**src/rtl/mem_stage.sv**
```systemverilog
// Memory-access stage: resolves redirects, runs lw/sw over a valid/ready port with a bounded wait,
// stalls upstream while an access is outstanding and registers the MEM/WB bundle.
module mem_stage #(
  parameter int TIMEOUT = 255
) (
  input  logic        clk,
  input  logic        reset,
  input  logic [31:0] rs2,
  input  logic [31:0] immPc,
  input  logic [31:0] pcAdd4,
  input  logic [31:0] outAlu,
  input  logic [4:0]  rd,
  input  logic        EscReg,
  input  logic        EscMem,
  input  logic        jump,
  input  logic        Branch,
  input  logic        jalr,
  input  logic        lw,
  output logic        memReq,
  output logic        memWe,
  output logic [31:0] memAddr,
  output logic [31:0] memWdata,
  input  logic        memReady,
  input  logic [31:0] memRdata,
  output logic        stall,
  output logic        pcSel,
  output logic [31:0] pcTarget,
  output logic [31:0] wbData,
  output logic [4:0]  rdWb,
  output logic        EscRegWb,
  output logic        memErr
);

  typedef enum logic {IDLE, BUSY} state_t;

  // cnt holds the number of BUSY cycles already spent without memReady
  localparam logic [7:0] LAST = 8'(TIMEOUT - 1);

  state_t      state, state_nxt;
  logic [7:0]  cnt;
  logic [4:0]  hold_rd;
  logic        hold_lw;
  logic        access, misaligned;
  logic        start, done, abort;

  assign access     = lw | EscMem;
  assign misaligned = access & (outAlu[1:0] != 2'b00);

  assign pcSel    = jump | jalr | (Branch & outAlu[0]);
  assign pcTarget = jalr ? {outAlu[31:1], 1'b0} : immPc;

  always_ff @(posedge clk or posedge reset) begin
    if (reset) state <= IDLE;
    else       state <= state_nxt;
  end

  always_comb begin
    state_nxt = state;
    start     = 1'b0;
    done      = 1'b0;
    abort     = 1'b0;
    stall     = 1'b0;
    case (state)
      IDLE: begin
        if (access && !misaligned) begin
          start     = 1'b1;
          stall     = 1'b1;
          state_nxt = BUSY;
        end
      end
      BUSY: begin
        if (memReady) begin
          done      = 1'b1;
          state_nxt = IDLE;
        end else begin
          stall = 1'b1;
          if (cnt == LAST) begin
            abort     = 1'b1;
            state_nxt = IDLE;
          end
        end
      end
      default: state_nxt = IDLE;
    endcase
  end

  always_ff @(posedge clk or posedge reset) begin
    if (reset) begin
      cnt      <= '0;
      memReq   <= 1'b0;
      memWe    <= 1'b0;
      memAddr  <= '0;
      memWdata <= '0;
      hold_rd  <= '0;
      hold_lw  <= 1'b0;
      wbData   <= '0;
      rdWb     <= '0;
      EscRegWb <= 1'b0;
      memErr   <= 1'b0;
    end else begin
      // bubble by default: write enable low, wbData/rdWb hold
      EscRegWb <= 1'b0;
      memErr   <= 1'b0;
      if (state == IDLE) begin
        if (start) begin
          memReq   <= 1'b1;
          memWe    <= EscMem & ~lw;
          memAddr  <= outAlu;
          memWdata <= rs2;
          hold_rd  <= rd;
          hold_lw  <= lw;
          cnt      <= '0;
        end else if (misaligned) begin
          memErr <= 1'b1;
        end else begin
          wbData   <= (jump | jalr) ? pcAdd4 : outAlu;
          rdWb     <= rd;
          EscRegWb <= EscReg & (rd != 5'd0);
        end
      end else begin
        if (done) begin
          memReq <= 1'b0;
          if (hold_lw) begin
            wbData   <= memRdata;
            rdWb     <= hold_rd;
            EscRegWb <= 1'b1;
          end
        end else if (abort) begin
          memReq <= 1'b0;
          memErr <= 1'b1;
        end else begin
          cnt <= cnt + 8'd1;
        end
      end
    end
  end

endmodule

```
**config.mk**
```make
export PLATFORM = sky130hd
export DESIGN_NAME = mem_stage
export DESIGN_NICKNAME = d
export VERILOG_FILES = /design/src/rtl/mem_stage.sv
export SDC_FILE = /design/constraint.sdc
export NUM_CORES = 1
export LEC_CHECK = 0
export CORE_MARGIN = 3
export CORE_UTILIZATION = 43
export CTS_CLUSTER_DIAMETER = 200
export DETAILED_ROUTE_END_ITERATION = 10
export GPL_ROUTABILITY_DRIVEN = 0
export GPL_TIMING_DRIVEN = 0
export PLACE_DENSITY = 0.87
export SLEW_MARGIN = 20
export SYNTH_ARGS = -nofsm -noshare
export SYNTH_HDL_FRONTEND = slang
export SYNTH_SLANG_ARGS = --single-unit
```
**constraint.sdc**
```tcl
create_clock -name clk -period 10.3 [get_ports clk]
set_input_delay 2.06 -clock clk [delete_from_list [all_inputs] [get_ports clk]]
set_output_delay 2.06 -clock clk [all_outputs]
set_load 0.01 [all_outputs]
```
### After elaboration in Yosys (flattened, before gate mapping)

Cells that the tools add are included.

| word-level totals | value |
|---|---|
| word-level logic and storage cells | 81 |
| register bits after elaboration | 120 |
| bits of input ports | 174 |

| operators by class | value |
|---|---|
| eq/ne operators | 8 |
| add/subtract/negate cells | 1 |
| bitwise gates (word level) | 9 |
| reduce and logical (&&, ||, !) cells | 9 |
| mux-type cells | 42 |

Operator list:

| cell | count |
|---|---|
| $mux 32 | 7 |
| $mux 8 | 4 |
| $mux 5 | 5 |
| $mux 1 | 24 |
| $add 8x1->8 const B | 1 |
| $eq 8x8->1 const B | 1 |
| $ne 2x2->1 const B | 4 |
| $reduce_bool 5->1 | 1 |
| $and 1x1->1 | 4 |
| $ne 2x1->1 const B | 2 |
| $pmux 1 s2 | 2 |
| $reduce_and 2->1 | 2 |
| $reduce_and 4->1 | 1 |
| $reduce_bool 2->1 | 2 |
| $ne 3x1->1 const B | 1 |
| $or 1x1->1 | 3 |
| $reduce_and 3->1 | 1 |
| $not 1->1 | 2 |
| $logic_and 1x1->1 | 1 |
| $logic_not 1->1 | 1 |

### Depth between registers and ports, before layout

Gate-level depths: netlist of the first run.

| depth | value |
|---|---|
| depth in word-level cells | 8 |
| gate-level depth with buffers | 6 |
| depth with buffers taken out | 5 |

### Worst setup path before layout of the first run

Ideal clock, no wire load.

| path | value |
|---|---|
| path kind | input port to output port |
| start | in jalr |
| end | out pcTarget[22] |
| path slack | 5.079 ns |
| path buffers | 3 |
| cell stages on the path | 4 |
| data arrival time | 3.161 ns |
| data required time | 8.240 ns |
| cell sequence | buf_2 > buf_2 > buf_1 > mux2_2 |

| on the way | value |
|---|---|
| word-level cells in the longest chain between the ends | 1 |

RTL lines:

| element | line | text |
|---|---|---|
| start, declared | 17 | `input logic jalr,` |
| $mux 32 | 50 | `assign pcTarget = jalr ? {outAlu[31:1], 1'b0} : immPc;` |
| end, declared | 27 | `output logic [31:0] pcTarget,` |

No other way between the ends.

### Worst setup path after layout of the first run

| path | value |
|---|---|
| start | in jalr |
| end | out pcTarget[24] |

The elaborated chain is that of the path after synthesis.

==> results of run 1 <==
## area by class of cell
type / instances / share of cell area (%)
repair buffers: 312 / 31.8
flip-flops and latches: 120 / 30.4
multi-input cells: 336 / 27.5
clock buffers: 22 / 4.91
well taps: 176 / 2.23
plain buffers: 43 / 1.90
clock inverters: 10 / 0.964
inverters: 3 / 0.165
## synth_stat cells, types with 7 or more instances
cell type  count
buf_2          8
o21ai_0       12
mux2i_1        9
clkbuf_1      27
mux2_2        96
nand3_1       41
dfrtp_1      120
o21a_1        32
o31ai_1       33
a211oi_1      33
nand2_1        7
nor2b_1       34
## through the flow
stage / std cells / cell area (µm²) / power (mW)
detailed placement: 990 / 9280 / 1.27
global route: 1022 / 9860 / 1.92
global placement: 989 / 9250 / 1.25
CTS: 1022 / 9860 / 1.85
finish: 1022 / 9860 / 1.83
floorplan: 502 / 5920 / 0.891
## worst max path at each step
stage	startpoint	end	slack (ns)	cells after the start
floorplan	reset	EscRegWb	5.05	1
global placement	reset	wbData[12]	3.40	2
detailed placement	jalr	pcTarget[22]	3.72	6
CTS	jalr	pcTarget[24]	3.71	6
global route	jalr	pcTarget[28]	3.57	6
finish	jalr	pcTarget[24]	3.71	6
## logic make-up after synthesis
| logic type | share of synthesized area (%) |
|---|---|
| simple gates | 9.92 |
| mux | 20.8 |
| buf+inv | 3.36 |
| flops | 50.8 |
| fa+ha+maj | 0.423 |
| compound gates | 14.7 |
## metal layers
layer / part of all wire [%] / vias to the layer above / GRT usage [%]
met5: 0 / - / 0
met4: 3.3 / 0 / 11.6
met3: 9.9 / 54 / 9.65
met2: 50 / 294 / 46.6
met1: 37 / 2722 / 31.5
li1: - / 2530 / -
## state kept, by name, summed over array words and instances, names as in the netlist
signal	flops
EscRegWb	1
cnt	8
hold_lw	1
hold_rd	5
memAddr	32
memErr	1
memReq	1
memWdata	32
memWe	1
rdWb	5
state	1
wbData	32
## worst max-delay path, stage by stage
cell and delay (ns):
clkdlybuf4s50_1 0.48, buf_2 0.28, buf_2 0.35, buf_1 0.48, mux2_2 0.40, clkdlybuf4s50_1 0.48
## power by group
part	switching (mW)	internal (mW)	total [mW]
clock network	0.217	0.357	0.573
logic	0.246	0.362	0.609
registers	0.0660	0.586	0.652
total	0.529	1.31	1.83
==> metrics.csv, run 1 <==
stage;metric;value;unit
run_status;status;complete, no violations;
clock_network;# hold bufs at CTS;0;
sta;Slew Limit Fails;0;
sta;Rel. slew slack;57.3;%
final_layout;Finished Core Util;73.9;%
hold_path;hold path start;memAddr[1];
placement;Place WS;3.72;ns
floorplanning;Die Height;123;µm
placement;HPWL after detailed placement;16.2;mm
final_layout;share of layout cells above drive strength 1;17.1;%
pwr;Leak;3.97;nW
clock_network;clk root buf;clkbuf_16;
clock_network;clock buffer depth;2;
placement;PortBufs;311;
yosys;register bit count reported by yosys;120;
clock_network;H-tree levels;4;
global_routing;number of global-route vias before repair;5834;
final_layout;Multi-input gate area;2720;µm²
floorplanning;Die Wd;123;µm
route;DR vias/cell;5.48;
route;drt drc;0;
pwr;worst vdd ir;0.103;mV
sta;Final Critical Period;6.59;ns
yosys;leading area contributor after synthesis;dfrtp_1;
clock_network;Clk pin slew, worst setup/hold paths;0.05;ns
global_routing;first-pass GRT wire length;31.8;mm
worst_setup_path;critical setup path kind;in2out;
floorplanning;initial core utilization;44.3;%
pwr;P per Cell Area;186;nW/µm²
route;DRT antenna net count;0;
global_routing;largest net degree at the start of global routing;72;
worst_setup_path;worst path required time;8.24;ns
final_layout;fin nets;1009;
worst_setup_path;Worst setup EP type;output port;
route;initial drt markers;300;
sta;Final Skew;0.00704;ns
final_layout;fill count;926;
final_layout;commonest cells after routing, fill and taps aside;clkdlybuf4s50_1, dfrtp_1, mux2_2, nand3_1, nor2b_1;
route;via count;5600;
final_layout;antenna diode count;0;
worst_setup_path;crit path launch type;input port;
final_layout;commonest non-fill, non-tap cell in the layout;clkdlybuf4s50_1;
yosys;largest cells by area after synthesis;dfrtp_1, mux2_2, a211oi_1, o31ai_1, o21a_1;
clock_network;cts repair resizes;0;
flow_run;Max Cap Viol;0;
sta;Least-Margin Pin Slew;0.634;ns
route;Routed WL;21.0;mm
hold_path;min-delay worst type;reg2reg;
floorplanning;I/O pin total;313;
worst_setup_path;Reg2Reg Depth;5;
worst_setup_path;Worst EP arrival;4.53;ns
worst_setup_path;worst-path maximum fanout;10;
clock_network;CTS tree;yes;
clock_network;clk sink count;120;
sta;Peak Freq;152;MHz
final_layout;Area growth, synth to finish;66.7;%
yosys;Synth async-reset ratio;100;%
sta;TNS Setup;0;ns
floorplanning;row count;42;
worst_setup_path;worst r2r dst;memAddr[13];
floorplanning;core area;13300;µm²
sta;Hold WS;0.489;ns
yosys;Seq/Total Area, Yosys;50.8;%
hold_path;hold path depth;1;
yosys;yosys warns;0;
clock_network;postcts setup bufs;0;
route;drt wl/cell;20.6;µm
worst_setup_path;RR Startpoint;state;
sta;final setup fails;0;
yosys;Synth Area per Inst;11.8;µm²
yosys;Post-synth top flop;dfrtp_1;
yosys;Syn Nets;678;
yosys;Netlist cell types;40;
yosys;Post-synth EDFFs;0;
worst_setup_path;r2r setup slk;8.22;ns
clock_network;total CTS buffers;17;
global_routing;GR Overflow Total;0;
sta;RSZ-0062 raised after global routing;no;
sta;Final Hold Vio Count;0;
yosys;Syn Inst Count;502;
clock_network;Worst-Skew Late Latency;0.41;ns
sta;final period utilization;63.9;%
hold_path;Hold EP;memAddr[1];
global_routing;initial antenna violation count;0;
final_layout;register area;3000;µm²
yosys;top cell type's share of synthesized area;50.8;%
floorplanning;die footprint;15200;µm²
yosys;Mapped Area;5920;µm²
route;Pre-antenna DRT Iters;4;
global_routing;Total GRT Usage;27.5;%
sta;setup ws final;3.71;ns
Note: power is estimated with default switching activity, not from simulation.
==> run 2, diff against run 1 <==
- CORE_UTILIZATION: 43 -> 40
- PLACE_DENSITY: 0.87 -> 0.81
- clock period: 10.3 -> 6.71 ns (I/O delays scaled with it)
==> metrics.csv, run 2 (synthesis gave the netlist of run 1 again) <==
stage;metric;value;unit;change
route;drt drc;0;;unchanged
sta;Rel. slew slack;51.6;%;-5.7 points
route;DRT antenna net count;0;;unchanged
global_routing;Total GRT Usage;26.5;%;-1.0 points
floorplanning;I/O pin total;313;;unchanged
route;drt wl/cell;20.8;µm;+1.3%
sta;setup ws final;1.58;ns;-2.14 ns
worst_setup_path;worst path required time;5.37;ns;-2.87 ns
sta;RSZ-0062 raised after global routing;no;;
clock_network;# hold bufs at CTS;0;;unchanged
worst_setup_path;crit path launch type;input port;;
pwr;worst vdd ir;0.185;mV;+80%
clock_network;postcts setup bufs;0;;unchanged
worst_setup_path;Worst setup EP type;output port;;
final_layout;share of layout cells above drive strength 1;17.0;%;-0.12 points
clock_network;clock buffer depth;2;;unchanged
placement;Place WS;1.56;ns;-2.15 ns
route;DRT met1 WL;8.16;mm;+6.3%
worst_setup_path;critical setup path kind;in2out;;
flow_run;Max Cap Viol;0;;unchanged
sta;Least-Margin Pin Slew;0.727;ns;+0.0929 ns
pwr;Sequential Power Share;34.5;%;-1.0 points
worst_setup_path;Critical-path top delay cell;buf_1;;
route;Routed WL;21.4;mm;+1.7%
route;wire length on met2;11.0;mm;+4.0%
floorplanning;die footprint;16300;µm²;+7.1%
sta;final setup fails;0;;unchanged
clock_network;Clk pin slew, worst setup/hold paths;0.06;ns;about the same
route;via count;5560;;-0.71%
route;Pre-antenna DRT Iters;6;;+2
floorplanning;initial core utilization;41.8;%;-2.5 points
route;DR vias/cell;5.42;;-1.1%
global_routing;number of global-route vias before repair;6148;;+5.4%
pwr;combinational power share;32.2;%;-1.0 points
sta;Final Skew;0.00657;ns;-0.000467 ns
sta;TNS Setup;0;ns;unchanged
clock_network;total CTS buffers;17;;unchanged
floorplanning;row count;43;;+2.4%
pwr;Int Pwr;2.09;mW;+60%
run_status;status;complete, no violations;;
pwr;Clock power frac;33.2;%;+1.9 points
pwr;Leak;3.99;nW;+0.56%
clock_network;H-tree levels;4;;unchanged
global_routing;GR Overflow Total;0;;unchanged
sta;Final Hold Vio Count;0;;unchanged
final_layout;Area growth, synth to finish;67.5;%;
global_routing;initial antenna violation count;0;;unchanged
final_layout;antenna diode count;0;;unchanged
sta;Final Critical Period;5.13;ns;
clock_network;cts repair resizes;0;;unchanged
hold_path;min-delay worst type;reg2reg;;
worst_setup_path;worst-path maximum fanout;10;;unchanged
pwr;Sw Share;28.1;%;-0.73 points
placement;HPWL after detailed placement;16.4;mm;+1.3%
final_layout;commonest non-fill, non-tap cell in the layout;clkdlybuf4s50_1;;
pwr;Sw Pwr;0.816;mW;+54%
final_layout;fin nets;1009;;unchanged
floorplanning;Die Height;128;µm;+3.5%
worst_setup_path;CP max stage delay;0.50;ns;+0.02 ns
final_layout;biggest regs;memAddr x32, memWdata x32, wbData x32;;
sta;final period utilization;76.5;%;
sta;Slew Limit Fails;0;;unchanged
worst_setup_path;Worst EP arrival;3.79;ns;-0.74 ns
worst_setup_path;crit path cell chain;clkdlybuf4s50_1 -> buf_2 -> buf_2 -> buf_1 -> mux2_2 -> clkdlybuf4s50_1;;
floorplanning;Die Wd;128;µm;+3.5%
floorplanning;core area;14100;µm²;+6.0%
route;max layer used;met4;;
route;initial drt markers;269;;-10%
pwr;P per Cell Area;293;nW/µm²;+57%
clock_network;clk root buf;clkbuf_16;;
final_layout;commonest cells after routing, fill and taps aside;clkdlybuf4s50_1, dfrtp_1, mux2_2, nand3_1, nor2b_1;;
route;met3 wire length;1.82;mm;-13%
clock_network;Worst-Skew Late Latency;0.41;ns;about the same
clock_network;clk sink count;120;;unchanged
sta;Peak Freq;195;MHz;
global_routing;first-pass GRT wire length;33.5;mm;+5.4%
clock_network;CTS tree;yes;;
placement;PortBufs;311;;unchanged
global_routing;largest net degree at the start of global routing;77;;+6.9%
-- run 2: cell count changes in the layout (fill, tap and decap cells not counted) --
cell	delta
bufinv_16	+3
clkbuf_1	+1
clkbuf_8	-3
clkinv_2	+1
clkinv_4	-2
clkinvlp_4	-1
inv_6	+1
-- run 2: path summary, 6_finish.rpt --
path / startpoint / end / slack (ns) / cells past startpoint
worst max register to register: state / memAddr[21] / 4.59 / 5
worst min register to register: memAddr[0] / memAddr[0] / 0.50 / 1
worst min-delay path: memAddr[0] / memAddr[0] / 0.50 / 1
max in group asynchronous: reset / wbData[11] / 4.59 / 3
min in group asynchronous: reset / memWdata[3] / 1.44 / 2
worst max-delay path: jalr / pcTarget[22] / 1.58 / 6
-- run 2: metal layers --
metal	vias to the layer above	track usage, %
li1	2521	-
met1	2730	30.1
met2	277	47.3
met3	32	8.40
met4	0	8.36
met5	-	0
-- run 2: layout make-up --
cell class,instances,area (µm²)
fill,1058,4240
timing repair buffer,312,3140
sequential,120,3000
multi-input combinational,336,2720
clock buffer,20,447
tap,180,225
buffer,43,188
clock inverter,12,174
inverter,3,16.3
-- run 2: critical path, delay by kind of cell --
kind                   cells  cell delay (ns)
buffers and inverters      5             2.04
muxes                      1             0.41
-- run 2: metrics by stage --
stage / cells / instance area [µm²] / util (%) / total power, mW / hold WS, ns
after global placement: 993 / 9260 / 65.4 / 1.92 / 0.470
after floorplan: 502 / 5920 / - / 1.37 / 0.479
after global routing: 1026 / 9910 / 70.0 / 3.03 / 0.516
final: 1026 / 9910 / 70.0 / 2.90 / 0.495
after CTS: 1026 / 9910 / 70.0 / 2.92 / 0.496
after detailed placement: 994 / 9290 / 65.6 / 1.95 / 0.479
-- run 2: power by group through the flow --
stage	sequential (mW)	combinational, mW	clock [mW]
final	1.00	0.935	0.964
after global routing	1.02	1.00	1.01
after CTS	1.00	0.947	0.975
after detailed placement	1.01	0.939	0
after global placement	0.998	0.917	0
after floorplan	1.07	0.294	0
==> run 3, diff against run 2 <==
- clock period: 6.71 -> 5.1 ns (I/O delays scaled with it)
==> results of run 3 <==
Same layout as run 2 (identical final DEF). Status: complete, no violations.
Among the figures that moved: setup slack after placement 1.56 ns -> 0.599 ns; setup slack after layout 1.58 ns -> 0.610 ns; register-to-register setup slack 4.59 ns -> 2.98 ns; total power 2.90 mW -> 3.82 mW; worst IR drop on VDD 0.185 mV -> 0.244 mV
